### src/rtl/uart_autobaud_ctrl.sv
// Autobaud controller: times a 0x55 sync byte, loads the baud_gen divisor, gates uart_rx while busy.
// Define AUTOBAUD_CONSISTENCY_EN to also reject edge intervals that drift from the first one.
module uart_autobaud_ctrl #(
  parameter int unsigned CNT_W    = 20,
  parameter int unsigned DVSR_RST = 54,
  parameter int unsigned DVSR_MIN = 2
) (
  input  logic       clk_i,
  input  logic       rst_i,
  input  logic       start_i,
  input  logic       rx_in_i,
  output logic [7:0] dvsr_o,
  output logic       rx_en_o,
  output logic       busy_o,
  output logic       locked_o,
  output logic       err_o
);

  localparam logic [CNT_W-1:0] CNT_MAX = '1;

  typedef enum logic [2:0] {
    S_IDLE,
    S_WAIT_START,
    S_MEASURE,
    S_CALC,
    S_SETTLE,
    S_DONE,
    S_FAIL
  } state_e;

  state_e           state_q, state_d;
  logic             rx_meta_q, rx_s_q, rx_prev_q;
  logic [CNT_W-1:0] cnt_q, cnt_d;
  logic [CNT_W-1:0] m_q, m_d;
  logic [CNT_W-1:0] run_q, run_d;
  logic [2:0]       edges_q, edges_d;
  logic [7:0]       dvsr_q, dvsr_d;
  logic             rx_en_q, rx_en_d;
  logic             busy_q, busy_d;
  logic             locked_q, locked_d;
  logic             err_q, err_d;

  logic             fall;
  logic [CNT_W-1:0] elapsed;
  logic [CNT_W-1:0] bit_len;
  logic [CNT_W:0]   q_full;
  logic             q_ok;
  logic             ival_bad;

  assign fall    = rx_prev_q & ~rx_s_q;
  // Cycles since the start-bit edge, counting the current cycle.
  assign elapsed = cnt_q + CNT_W'(1);
  assign bit_len = m_q >> 3;
  // 8 bit times of 16 ticks each, rounded to nearest.
  assign q_full  = ({1'b0, m_q} + (CNT_W+1)'(64)) >> 7;
  assign q_ok    = (q_full >= (CNT_W+1)'(DVSR_MIN)) && (q_full <= (CNT_W+1)'(255));

`ifdef AUTOBAUD_CONSISTENCY_EN
  logic [CNT_W-1:0] last_q, last_d;
  logic [CNT_W-1:0] i1_q, i1_d;
  logic [CNT_W-1:0] ival, idiff;

  always_comb begin
    ival     = elapsed - last_q;
    idiff    = (ival > i1_q) ? (ival - i1_q) : (i1_q - ival);
    ival_bad = (state_q == S_MEASURE) && fall && (edges_q >= 3'd2) && (idiff > (i1_q >> 3));
  end

  always_comb begin
    last_d = last_q;
    i1_d   = i1_q;
    if ((state_q == S_WAIT_START) && fall) begin
      last_d = '0;
    end else if ((state_q == S_MEASURE) && fall) begin
      last_d = elapsed;
      if (edges_q == 3'd1) i1_d = ival;
    end
  end

  always_ff @(posedge clk_i) begin
    if (rst_i) begin
      last_q <= '0;
      i1_q   <= '0;
    end else begin
      last_q <= last_d;
      i1_q   <= i1_d;
    end
  end
`else
  assign ival_bad = 1'b0;
`endif

  always_comb begin
    state_d  = state_q;
    cnt_d    = cnt_q;
    m_d      = m_q;
    run_d    = run_q;
    edges_d  = edges_q;
    dvsr_d   = dvsr_q;
    rx_en_d  = rx_en_q;
    busy_d   = busy_q;
    locked_d = locked_q;
    err_d    = err_q;
    unique case (state_q)
      S_IDLE: begin
        if (start_i) begin
          state_d  = S_WAIT_START;
          busy_d   = 1'b1;
          rx_en_d  = 1'b0;
          locked_d = 1'b0;
          err_d    = 1'b0;
        end
      end
      S_WAIT_START: begin
        if (fall) begin
          cnt_d   = '0;
          edges_d = 3'd1;
          state_d = S_MEASURE;
        end
      end
      S_MEASURE: begin
        cnt_d = elapsed;
        if (cnt_q == CNT_MAX) begin
          state_d = S_FAIL;
        end else if (fall) begin
          edges_d = edges_q + 3'd1;
          if (ival_bad) begin
            state_d = S_FAIL;
          end else if (edges_q == 3'd4) begin
            m_d     = elapsed;
            state_d = S_CALC;
          end
        end
      end
      S_CALC: begin
        if (q_ok) begin
          dvsr_d  = q_full[7:0];
          cnt_d   = '0;
          run_d   = '0;
          state_d = S_SETTLE;
        end else begin
          state_d = S_FAIL;
        end
      end
      S_SETTLE: begin
        // Wait for one full idle bit time so uart_rx never starts mid-frame.
        cnt_d = elapsed;
        run_d = rx_s_q ? (run_q + CNT_W'(1)) : '0;
        if (rx_s_q && (run_q == bit_len - CNT_W'(1))) begin
          state_d = S_DONE;
        end else if (cnt_q == CNT_MAX) begin
          state_d = S_FAIL;
        end
      end
      S_DONE: begin
        locked_d = 1'b1;
        rx_en_d  = 1'b1;
        busy_d   = 1'b0;
        state_d  = S_IDLE;
      end
      S_FAIL: begin
        err_d   = 1'b1;
        rx_en_d = 1'b1;
        busy_d  = 1'b0;
        state_d = S_IDLE;
      end
      default: state_d = S_IDLE;
    endcase
  end

  always_ff @(posedge clk_i) begin
    if (rst_i) begin
      rx_meta_q <= 1'b1;
      rx_s_q    <= 1'b1;
      rx_prev_q <= 1'b1;
      state_q   <= S_IDLE;
      cnt_q     <= '0;
      m_q       <= '0;
      run_q     <= '0;
      edges_q   <= '0;
      dvsr_q    <= 8'(DVSR_RST);
      rx_en_q   <= 1'b1;
      busy_q    <= 1'b0;
      locked_q  <= 1'b0;
      err_q     <= 1'b0;
    end else begin
      rx_meta_q <= rx_in_i;
      rx_s_q    <= rx_meta_q;
      rx_prev_q <= rx_s_q;
      state_q   <= state_d;
      cnt_q     <= cnt_d;
      m_q       <= m_d;
      run_q     <= run_d;
      edges_q   <= edges_d;
      dvsr_q    <= dvsr_d;
      rx_en_q   <= rx_en_d;
      busy_q    <= busy_d;
      locked_q  <= locked_d;
      err_q     <= err_d;
    end
  end

  assign dvsr_o   = dvsr_q;
  assign rx_en_o  = rx_en_q;
  assign busy_o   = busy_q;
  assign locked_o = locked_q;
  assign err_o    = err_q;

endmodule

### config.mk
export PLATFORM = sky130hd
export DESIGN_NAME = uart_autobaud_ctrl
export DESIGN_NICKNAME = d
export VERILOG_FILES = /design/src/rtl/uart_autobaud_ctrl.sv
export SDC_FILE = /design/constraint.sdc
export NUM_CORES = 1
export LEC_CHECK = 0
export ABC_CLOCK_PERIOD_IN_PS = 2100
export CORE_MARGIN = 5
export CORE_UTILIZATION = 30
export CTS_CLUSTER_SIZE = 16
export DETAILED_ROUTE_END_ITERATION = 16
export PLACE_DENSITY = 0.53
export SKIP_CTS_REPAIR_TIMING = 1
export SYNTH_ARGS = -nofsm -noshare
export SYNTH_HDL_FRONTEND = slang
export SYNTH_SLANG_ARGS = --single-unit
### constraint.sdc
create_clock -name clk_i -period 2.1 [get_ports clk_i]
set_input_delay 0.315 -clock clk_i [delete_from_list [all_inputs] [get_ports clk_i]]
set_output_delay 0.315 -clock clk_i [all_outputs]
set_load 0.02 [all_outputs]
* Word-level counts from Yosys, hierarchy flattened
Cells that the tools add are included.
Widths: inputs -> output; s select.
** Cells by class
- Bitwise operators :: 3
- Order comparisons :: 2
- Multiply operators :: 0
- Add/subtract/negate cells :: 5
- Divide/modulo/power cells :: 0
- Multiplexer cells :: 24
- Reductions and logical operators :: 20
- Eq/ne operators :: 17
- Shifts and indexed selects :: 0
** Operators by type and width (number)
- $mux 20 :: 3
- $pmux 20 s3 :: 1
- $add 20x1->20 const B :: 2
- $pmux 20 s2 :: 1
- $mux 3 :: 10
- $add 20x7->21 const B :: 1
- $eq 20x20->1 :: 1
- $eq 20x20->1 const B :: 1
- $sub 17x1->18 const B :: 1
- $pmux 3 s5 :: 1
- $ge 14x2->1 const B :: 1
- $le 14x8->1 const B :: 1
- $eq 3x3->1 const B :: 4
- $ne 2x2->1 const B :: 5
- $reduce_and 2->1 :: 5
- $reduce_bool 2->1 :: 5
- $ne 3x3->1 const B :: 3
- $pmux 1 s2 :: 4
- $reduce_and 4->1 :: 2
- $eq 3x2->1 const B :: 2
- $pmux 3 s2 :: 1
- $reduce_and 5->1 :: 1
- $reduce_or 2->1 :: 2
- $add 3x1->3 const B :: 1
- 9 further kinds :: 12
** Word-level totals
- Bits in read-only memories :: 0
- Register bits after elaboration :: 81
- Memories kept :: 0
- Output and inout port bits :: 12
- Bits in latches :: 0
- RAM bits :: 0
- Bits of input ports :: 4

* Longest topological paths before layout
Gate-level depths: netlist of run 1.
- Word-level depth :: 5
- Depth in mapped cells :: 11
- Gate-level depth less buffers :: 9

* Worst setup path before layout of run 1
OpenSTA, ideal clock, no wires.
- Path type :: register to register
- Start point :: register m_q[3]
- End point :: register state_q[0]
- Arrival time :: 2210 ps
- Setup time :: 115 ps
- Cell stages (with the launch flop) :: 11
- Clock period less this slack :: 2325 ps
- Buffers on the path :: 1
- Path slack :: -225 ps
- Required time :: 1985 ps
- Cells stage by stage :: dfxtp_1 inv_1 ha_1 or4b_1 buf_2 or4_1 a21oi_1 a311oi_1 o2111ai_1 nor4_1 o21a_1
** On the way
- Longest elaborated chain between the ends :: 5
** Ends and longest elaborated chain
- start: declaration :: line 34 : logic [CNT_W-1:0] m_q, m_d;
- start signal: assignment :: line 192 : m_q <= m_d;
- $sub 17x1->18 (*) :: line 149 : if (rx_s_q && (run_q == bit_len - CNT_W'(1))) begin
- $eq 20x20->1 (*) :: line 149
- $logic_and 1x1->1 (*) :: line 149
- $ne 3x3->1 (no line) or $mux 3 (tied branches)
- $reduce_and 5->1 (no line) or $pmux 3 s5 (tied branches)
- end signal: assignment :: line 190 : state_q <= state_d;
- end: declaration :: line 31 : state_e state_q, state_d;
Every way passes the cells marked *; elsewhere a longest branch is shown, timed or not.
A chain may end at the register's enable or synchronous reset.

* Final worst setup path of run 1
- Start point :: register m_q[7]
- End point :: register state_q[0]
The elaborated chain is that of the path after synthesis.

==> impl_metrics.toml, run 1 <==
[run_status]
status = "finished with violations"
violated_checks = "setup timing"

[layout]
final_area_um2 = 6950
multiInputGateArea_um2 = 3450
layout.filler_cells = 1510
areaGrowthSynthToFinish_pct = 47.7
finalNetCount = 747
final_layout_size_suffix_gt1_frac = 0.359
regArea_um2 = 1590
finish.utilization = 0.454
num_antenna_cells = 0

[clock_network]
clk_pin_slew_worst_paths_ns = 0.06
clk-insertion-delay-late_ns = 0.35
cts_tree = "done"
cts_made_buffers = 9
tritoncts_num_sinks = 78
cts_buffer_depth = 2
htree_depth = 3
clk_root_buffer_cell = "clkbuf_16"

[timing]
rsz0062_at_grt = "true"
setup_slack_ns = -0.195
clock.fmax_ghz = 0.436
min_period_over_period = 1.09
final-hold-violation-count = 0
tns_ns = -3.78
clock-skew-final_ns = 0.00472
slew_headroom = 0.673
maxSlewViolCount = 0
setup_viol = 47
period_needed_ns = 2.30
measured_slew_at_the_worst_slew_check_pin_ns = 0.491

[detailed_routing]
routedWlPerCell_um = 15.0
number_of_violations_reported_at_the_end_of_detailed_routing_iteration_0 = 281
ant_nets = 0
drt_pass1_iterations = 4
detail_route.wirelength_mm = 14.3
post-route-drc-count = 0
via_per_inst = 5.12
detailroute.via_count = 4870

[placement]
dp_worst_setup_slack_ns = -0.318
placement.io_buffers = 15
postPlaceCellArea_um2 = 5890
finalWeightedCongestion = 0.869
hpwl_mm = 9.99

[pwr]
report.power.total_mw = 4.45
worst_ir_drop_vdd_uv = 434
leakage_nw = 2.57
powerDensity_nw_per_um2 = 640

[synth]
top_cells_by_area_in_the_synthesized_netlist = "dfxtp_1 (33%), nor2_1 (8.1%), a21oi_1 (5.1%), xnor2_1 (4.8%), nand2_1 (4.1%)"
synthDistinctLibCells = 59
synth_top_cells_by_count = "nor2_1 (101), dfxtp_1 (78), nand2_1 (51), a21oi_1 (48), o21ai_0 (35)"
synthesis.area_um2 = 4700
synth.yosys.warnings = 0
synth_seq_area_share = 0.332
yosys.area.top_type = "dfxtp_1"
synth-seq-cells = 78
ys.flop_type = "dfxtp_1"
synthesized_area_per_cell_um2 = 7.55
asyncSetResetFlopFracSynth = 0
dominant_cell_by_count_in_the_synthesized_netlist = "nor2_1"
mappedNetlistNets = 634
synthCells = 623
post-synth-top-area-fraction = 0.332
edff_count_synth = 0

[setup_path]
critical_path.endpoint_type = "register"
cp.arrival_ns = 2.54
critical_path.max_fanout = 3
ff2ff_setup_slack_ns = -0.20
critical_path.startpoint_type = "register"
cp.required_ns = 2.34
timing.setup.critical_path_class = "reg -> reg"

[floorplan]
chipHeight_um = 135
initial_standard_cell_utilization_of_the_core = 0.307
io-pin-count = 16
die-area_um2 = 18300
std_cell_rows = 45
core-area_um2 = 15300
dieWidth_um = 135

[global_routing]
grt.total_usage = 0.152
grt_pass1_wl_mm = 22.7
antenna_found_initial = 0
grt_overflow = 0
grt_start_max_net_pins = 36
first_global_vias = 4645

[min_path]
hp-class = "in -> reg"

[run]
max-cap-violations = 0
==> where the power goes <==
group          total [mW]  switching [mW]  internal, mW
registers            1.60          0.0676          1.53
clock network        1.59           0.673         0.912
logic                1.26           0.718         0.541
total                4.45            1.46          2.99
==> worst max-delay path, stage by stage, from the launching register on <==
cell	delay, ns
dfxtp_4	0.36
buf_4	0.14
or4b_4	0.51
or4_4	0.43
a21oi_2	0.15
a311oi_2	0.06
o2111ai_2	0.25
nor4_1	0.08
o21a_1	0.20
==> flip-flops by register name, indices dropped and copies added (netlist names), 3 cells and up <==
name     flops
cnt_q       20
run_q       20
m_q         17
dvsr_o       8
edges_q      3
state_q      3
==> layout by cell type, fill, tap and decap left out, drive strengths merged, types with 8 or more instances in the layout <==
master / n
clkbuf: 13
inv: 15
a31oi: 12
nand2: 51
xnor2: 26
buf: 126
a21oi: 48
xor2: 19
nor3: 16
o21ai: 37
clkdlybuf4s50: 14
a311oi: 11
a211oi: 19
or2: 8
or3: 10
nor2: 101
dfxtp: 78
and3: 13
nand4: 8
nand3: 24
==> worst paths after layout <==
check               end       from  depth (start not counted)
min reg2reg      rx_s_q  rx_meta_q                          1
max reg2reg  state_q[0]     m_q[7]                          8
min            cnt_q[0]      rst_i                          2
max          state_q[0]     m_q[7]                          8
==> routing by layer <==
metal | vias to the layer above | track usage | wire length [um]
li1 | 2464 | - | -
met1 | 2339 | 0.194 | 6510
met2 | 53 | 0.256 | 7200
met3 | 14 | 0.0323 | 350
met4 | 0 | 0.0487 | 198
met5 | - | 0 | 0
==> cells by family after synthesis <==
| family | after synthesis | synth area share |
|---|---|---|
| simple gates | 274 | 0.290 |
| xor+xnor | 45 | 0.0838 |
| mux | 4 | 0.00851 |
| fa+ha+maj | 7 | 0.0186 |
| flops | 78 | 0.332 |
| compound gates | 159 | 0.216 |
| buf+inv | 56 | 0.0505 |
==> layout make-up <==
cell class,instances,share of cell area
multi-input cells,489,0.496
well taps,211,0.0380
clock buffers,9,0.0324
clock inverters,6,0.00883
repair buffers,144,0.188
inverters,14,0.00793
flip-flops and latches,78,0.228
==> stage by stage <==
| step | hold WS (ns) | cells |
|---|---|---|
| after floorplan | 0.389 | 623 |
| after global placement | 0.404 | 920 |
| after detailed placement | 0.401 | 920 |
| after CTS | 0.407 | 935 |
| after global routing | 0.433 | 951 |
| final | 0.402 | 951 |
No activity file was read; power rests on OpenSTA's default activity.
==> run 2: changes to the inputs <==
--- a/config.mk
+++ b/config.mk
@@ -5,12 +5,12 @@
 export SDC_FILE = /design/constraint.sdc
 export NUM_CORES = 1
 export LEC_CHECK = 0
-export ABC_CLOCK_PERIOD_IN_PS = 2100
+export ABC_CLOCK_PERIOD_IN_PS = 2750
 export CORE_MARGIN = 5
 export CORE_UTILIZATION = 30
 export CTS_CLUSTER_SIZE = 16
 export DETAILED_ROUTE_END_ITERATION = 16
-export PLACE_DENSITY = 0.53
+export PLACE_DENSITY = 0.52
 export SKIP_CTS_REPAIR_TIMING = 1
 export SYNTH_ARGS = -nofsm -noshare
 export SYNTH_HDL_FRONTEND = slang
==> constraint.sdc (replaced) <==
create_clock -name clk_i -period 2.75 [get_ports clk_i]
set_input_delay 0.4125 -clock clk_i [delete_from_list [all_inputs] [get_ports clk_i]]
set_output_delay 0.4125 -clock clk_i [all_outputs]
set_load 0.02 [all_outputs]
==> run 2 against run 1 <==
The flow now finishes without violations. Critical path type unchanged. Core utilization fell by 9.3 points. Die area unchanged. Routed wire length down 13%. Highest routed layer unchanged.
==> impl_metrics.toml, run 2 (synthesized netlist as in run 1, its figures left out) <==
[setup_path]
path_depth = 9
worstRegToRegCells = 9
cp.arrival_ns = 2.72
cp.required_ns = 2.99
critical_path.startpoint_type = "register"
worst_path_largest_cell_delay_ns = 0.54
worst_setup_path_endpoint = "state_q[0]"
cells_along_the_critical_path = "inv_1 -> ha_1 -> or4b_4 -> or4_1 -> a21oi_1 -> a311oi_1 -> o2111ai_1 -> nor4_1 -> o21a_1"
ff2ff_setup_slack_ns = 0.27
critical_path.max_fanout = 6
critical_path.endpoint_type = "register"
critical-path-slowest-cell = "or4b_4"
cp-startpoint = "m_q[4]"
worstPathBufferInverterCount = 1
critical_path.reg2reg.startpoint = "m_q[4]"
timing.critical_path.max_delay_family = "simple AND/OR/NAND/NOR gates"
timing.setup.critical_path_class = "reg -> reg"
crit-reg2reg-capture = "state_q[0]"

[detailed_routing]
drt_pass1_iterations = 5
routedWlPerCell_um = 14.6
post-route-drc-count = 0
detailroute.via_count = 4448
detail_route.wirelength_mm = 12.5
number_of_violations_reported_at_the_end_of_detailed_routing_iteration_0 = 296
via_per_inst = 5.21
ant_nets = 0

[global_routing]
first_global_vias = 4166
grt_overflow = 0
grt_start_max_net_pins = 40
grt.total_usage = 0.142
antenna_found_initial = 0
grt_pass1_wl_mm = 21.1

[timing]
clock.fmax_ghz = 0.403
setup_viol = 0
setup_slack_ns = 0.266
rsz0062_at_grt = "false"
measured_slew_at_the_worst_slew_check_pin_ns = 0.708
period_needed_ns = 2.48
tns_ns = 0
slew_headroom = 0.527
final-hold-violation-count = 0
min_period_over_period = 0.903
maxSlewViolCount = 0
clock-skew-final_ns = 0.00758

[floorplan]
chipHeight_um = 135
dieWidth_um = 135
std_cell_rows = 45
core-area_um2 = 15300
io-pin-count = 16
initial_standard_cell_utilization_of_the_core = 0.307
die-area_um2 = 18300

[clock_network]
tritoncts_num_sinks = 78
cts_tree = "done"
cts_made_buffers = 9
clk-insertion-delay-late_ns = 0.34
cts_buffer_depth = 2
clk_pin_slew_worst_paths_ns = 0.06
clk_root_buffer_cell = "clkbuf_16"
htree_depth = 3

[pwr]
netSwitchingPower_mw = 0.955
share_clk_of_total_power = 0.400
leakage_nw = 1.95
powerDensity_nw_per_um2 = 576
worst_ir_drop_vdd_uv = 289
netSwitchingFraction = 0.300
internal_power_mw = 2.23
power_frac_seq = 0.380
combinationalPowerShare = 0.219

[layout]
final_common_cell = "nor2_1"
finish.utilization = 0.361
num_antenna_cells = 0
finalNetCount = 649
areaGrowthSynthToFinish_pct = 17.5
reg_top3 = "cnt_q: 20 flops, run_q: 20 flops, m_q: 17 flops"
final_layout_size_suffix_gt1_frac = 0.101
layout.cells.most_common_list = "nor2_1 (101), dfxtp_1 (78), nand2_1 (51)"

[placement]
dp_worst_setup_slack_ns = 0.171
finalWeightedCongestion = 0.832
hpwl_mm = 9.14
placement.io_buffers = 15

[run]
max-cap-violations = 0

[min_path]
hp-class = "in -> reg"
timing.hold.worst.start = "rst_i"

[run_status]
status = "finished, final reports clean"
run 2: cell count changes in the layout (fill, tap and decap cells not counted), sizes merged:
cell / delta
buf: -94
clkbuf: +1
clkinv: -3
inv: -1
run 2: final cells by class:
type                    instances  area [um2]
clock buffers                  14         284
clock inverters                 2        37.5
well taps                     211         264
flip-flops and latches         78        1560
multi-input cells             489        2920
inverters                      14        52.6
repair buffers                 46         403
fillers                      1638        9790
run 2: routing by layer:
layer  vias to the layer above  GRT usage  wire (um)
met4                         0     0.0543        244
met1                      2101      0.190       5960
met2                        68      0.229       5830
li1                       2260          -          -
met5                         -          0          0
met3                        19     0.0249        423
run 2: how the worst min path moves through the flow:
stage	end	slack, ns	depth (start not counted)
6_report	cnt_q[1]	0.40	2
5_1_grt	cnt_q[1]	0.42	2
4_1_cts	cnt_q[1]	0.39	2
3_5_place_dp	rx_s_q	0.40	1
3_3_place_gp	rx_s_q	0.40	1
2_1_floorplan	rx_s_q	0.39	1
run 2: power groups by stage:
stage	clock network, mW	registers [mW]	logic (mW)
4_1_cts	1.30	1.21	0.696
6_report	1.27	1.21	0.698
2_1_floorplan	0	1.24	0.462
3_5_place_dp	0	1.24	0.694
3_3_place_gp	0	1.23	0.686
5_1_grt	1.35	1.22	0.787
run 2: metrics by stage:
| stage | area, um2 | total power, mW | instances | hold slack (ns) |
|---|---|---|---|---|
| floorplan | 4700 | 1.71 | 623 | 0.389 |
| global placement | 5200 | 1.92 | 838 | 0.396 |
| detailed placement | 5200 | 1.93 | 838 | 0.396 |
| CTS | 5520 | 3.21 | 854 | 0.392 |
| global route | 5530 | 3.35 | 854 | 0.421 |
| finish | 5530 | 3.18 | 854 | 0.398 |
==> run 3: changes to the inputs <==
--- a/config.mk
+++ b/config.mk
@@ -11,6 +11,7 @@
 export CTS_CLUSTER_SIZE = 16
 export DETAILED_ROUTE_END_ITERATION = 16
 export PLACE_DENSITY = 0.52
+export RECOVER_POWER = 50
 export SKIP_CTS_REPAIR_TIMING = 1
 export SYNTH_ARGS = -nofsm -noshare
 export SYNTH_HDL_FRONTEND = slang
==> run 3 against run 2 <==
Core utilization decreased by 0.20 points. Sequential cell count did not move. Global-route usage unchanged. Worst hold slack improved by 0.012 ns. Sequential power about the same. Fmax fell by 1.0%. Critical endpoint is now run_q[14].
==> impl_metrics.toml, run 3 (synthesized netlist as in run 1, its figures left out) <==
[detailed_routing]
post-route-drc-count = 0
routedWlPerCell_um = 14.5
via_per_inst = 5.19
detailroute.via_count = 4436
detail_route.wirelength_mm = 12.4
drt_pass1_iterations = 5
ant_nets = 0
number_of_violations_reported_at_the_end_of_detailed_routing_iteration_0 = 258

[floorplan]
io-pin-count = 16
die-area_um2 = 18300
initial_standard_cell_utilization_of_the_core = 0.307
core-area_um2 = 15300
std_cell_rows = 45
dieWidth_um = 135
chipHeight_um = 135

[min_path]
hp-class = "reg -> reg"

[layout]
final_common_cell = "nor2_1"
areaGrowthSynthToFinish_pct = 16.8
layout.cells.most_common_list = "nor2_1 (101), dfxtp_1 (78), nand2_1 (51)"
finalNetCount = 649
num_antenna_cells = 0
reg_top3 = "cnt_q: 20 flops, run_q: 20 flops, m_q: 17 flops"
final_layout_size_suffix_gt1_frac = 0.0902

[placement]
hpwl_mm = 9.14
dp_worst_setup_slack_ns = 0.171
finalWeightedCongestion = 0.832
placement.io_buffers = 15

[global_routing]
most_crowded_layer_gr = "met2"
grt_overflow = 0
antenna_found_initial = 0
first_global_vias = 4166
grt_pass1_wl_mm = 21.1
grtUsageMet1 = 0.190
global_route.usage.met3 = 0.0249
grtUsageMet2 = 0.229
grt_start_max_net_pins = 40
grt.total_usage = 0.142

[setup_path]
worstRegToRegCells = 10
cp.required_ns = 2.92
critical_path.endpoint_type = "register"
ff2ff_setup_slack_ns = 0.24
cp-startpoint = "m_q[6]"
critical_path.reg2reg.startpoint = "m_q[6]"
worst_setup_path_endpoint = "run_q[14]"
crit-reg2reg-capture = "run_q[14]"
critical_path.startpoint_type = "register"
timing.setup.critical_path_class = "reg -> reg"
critical_path.max_fanout = 13
cp.arrival_ns = 2.68

[timing]
setup_viol = 0
final-hold-violation-count = 0
measured_slew_at_the_worst_slew_check_pin_ns = 1.31
whs_ns = 0.409
clock.fmax_ghz = 0.398
rsz0062_at_grt = "false"
maxSlewViolCount = 0
period_needed_ns = 2.51
setup_slack_ns = 0.240
tns_ns = 0
min_period_over_period = 0.913
clock-skew-final_ns = 0.00819
slew_headroom = 0.128

[clock_network]
htree_depth = 3
clk_pin_slew_worst_paths_ns = 0.06
clk-insertion-delay-late_ns = 0.34
clk_root_buffer_cell = "clkbuf_16"
cts_buffer_depth = 2
cts_tree = "done"
cts_made_buffers = 9
tritoncts_num_sinks = 78

[run]
max-cap-violations = 0

[pwr]
report.power.total_mw = 3.17
powerDensity_nw_per_um2 = 576
worst_ir_drop_vdd_uv = 287
leakage_nw = 1.93

[run_status]
status = "finished, final reports clean"
[run 3: through the flow]
stage / std cells / util / cell area (um2)
floorplan: 623 / - / 4700
global placement: 838 / 0.340 / 5200
detailed placement: 838 / 0.340 / 5200
CTS: 854 / 0.361 / 5520
global route: 854 / 0.359 / 5500
finish: 854 / 0.359 / 5500
[run 3: worst min-delay path by stage]
stage          depth (start not counted)      start  endpoint
2_1_floorplan                          1  rx_meta_q    rx_s_q
3_3_place_gp                           1  rx_meta_q    rx_s_q
3_5_place_dp                           1  rx_meta_q    rx_s_q
4_1_cts                                2      rst_i  cnt_q[1]
5_1_grt                                1  rx_meta_q    rx_s_q
6_report                               1  rx_meta_q    rx_s_q
[run 3: final cells by class]
type / instances / area, um2
Fill cell: 1644 / 9820
Multi-Input combinational cell: 489 / 2910
Sequential cell: 78 / 1560
Timing Repair Buffer: 46 / 384
Clock buffer: 14 / 284
Tap cell: 211 / 264
Inverter: 14 / 52.6
Clock inverter: 2 / 37.5
[run 3: where the power goes]
group / internal, mW / switching [mW] / total [mW]
clock: 0.803 / 0.469 / 1.27
combinational: 0.244 / 0.440 / 0.684
sequential: 1.17 / 0.0380 / 1.21
[run 3: routing by layer]
metal / up-vias / wire length (um)
met3: 17 / 395
met1: 2092 / 5910
met5: - / 0
li1: 2259 / -
met4: 0 / 245
met2: 68 / 5830
[run 3: critical path, stage by stage, from the launching register on]
cell and delay (ns):
dfxtp_1 0.36, ha_1 0.19, nand2_1 0.15, xnor2_1 0.16, a41o_1 0.24, a311oi_1 0.31, clkbuf_1 0.23, a21oi_1 0.12
clkbuf_2 0.24, o21ai_0 0.24, a21oi_1 0.08
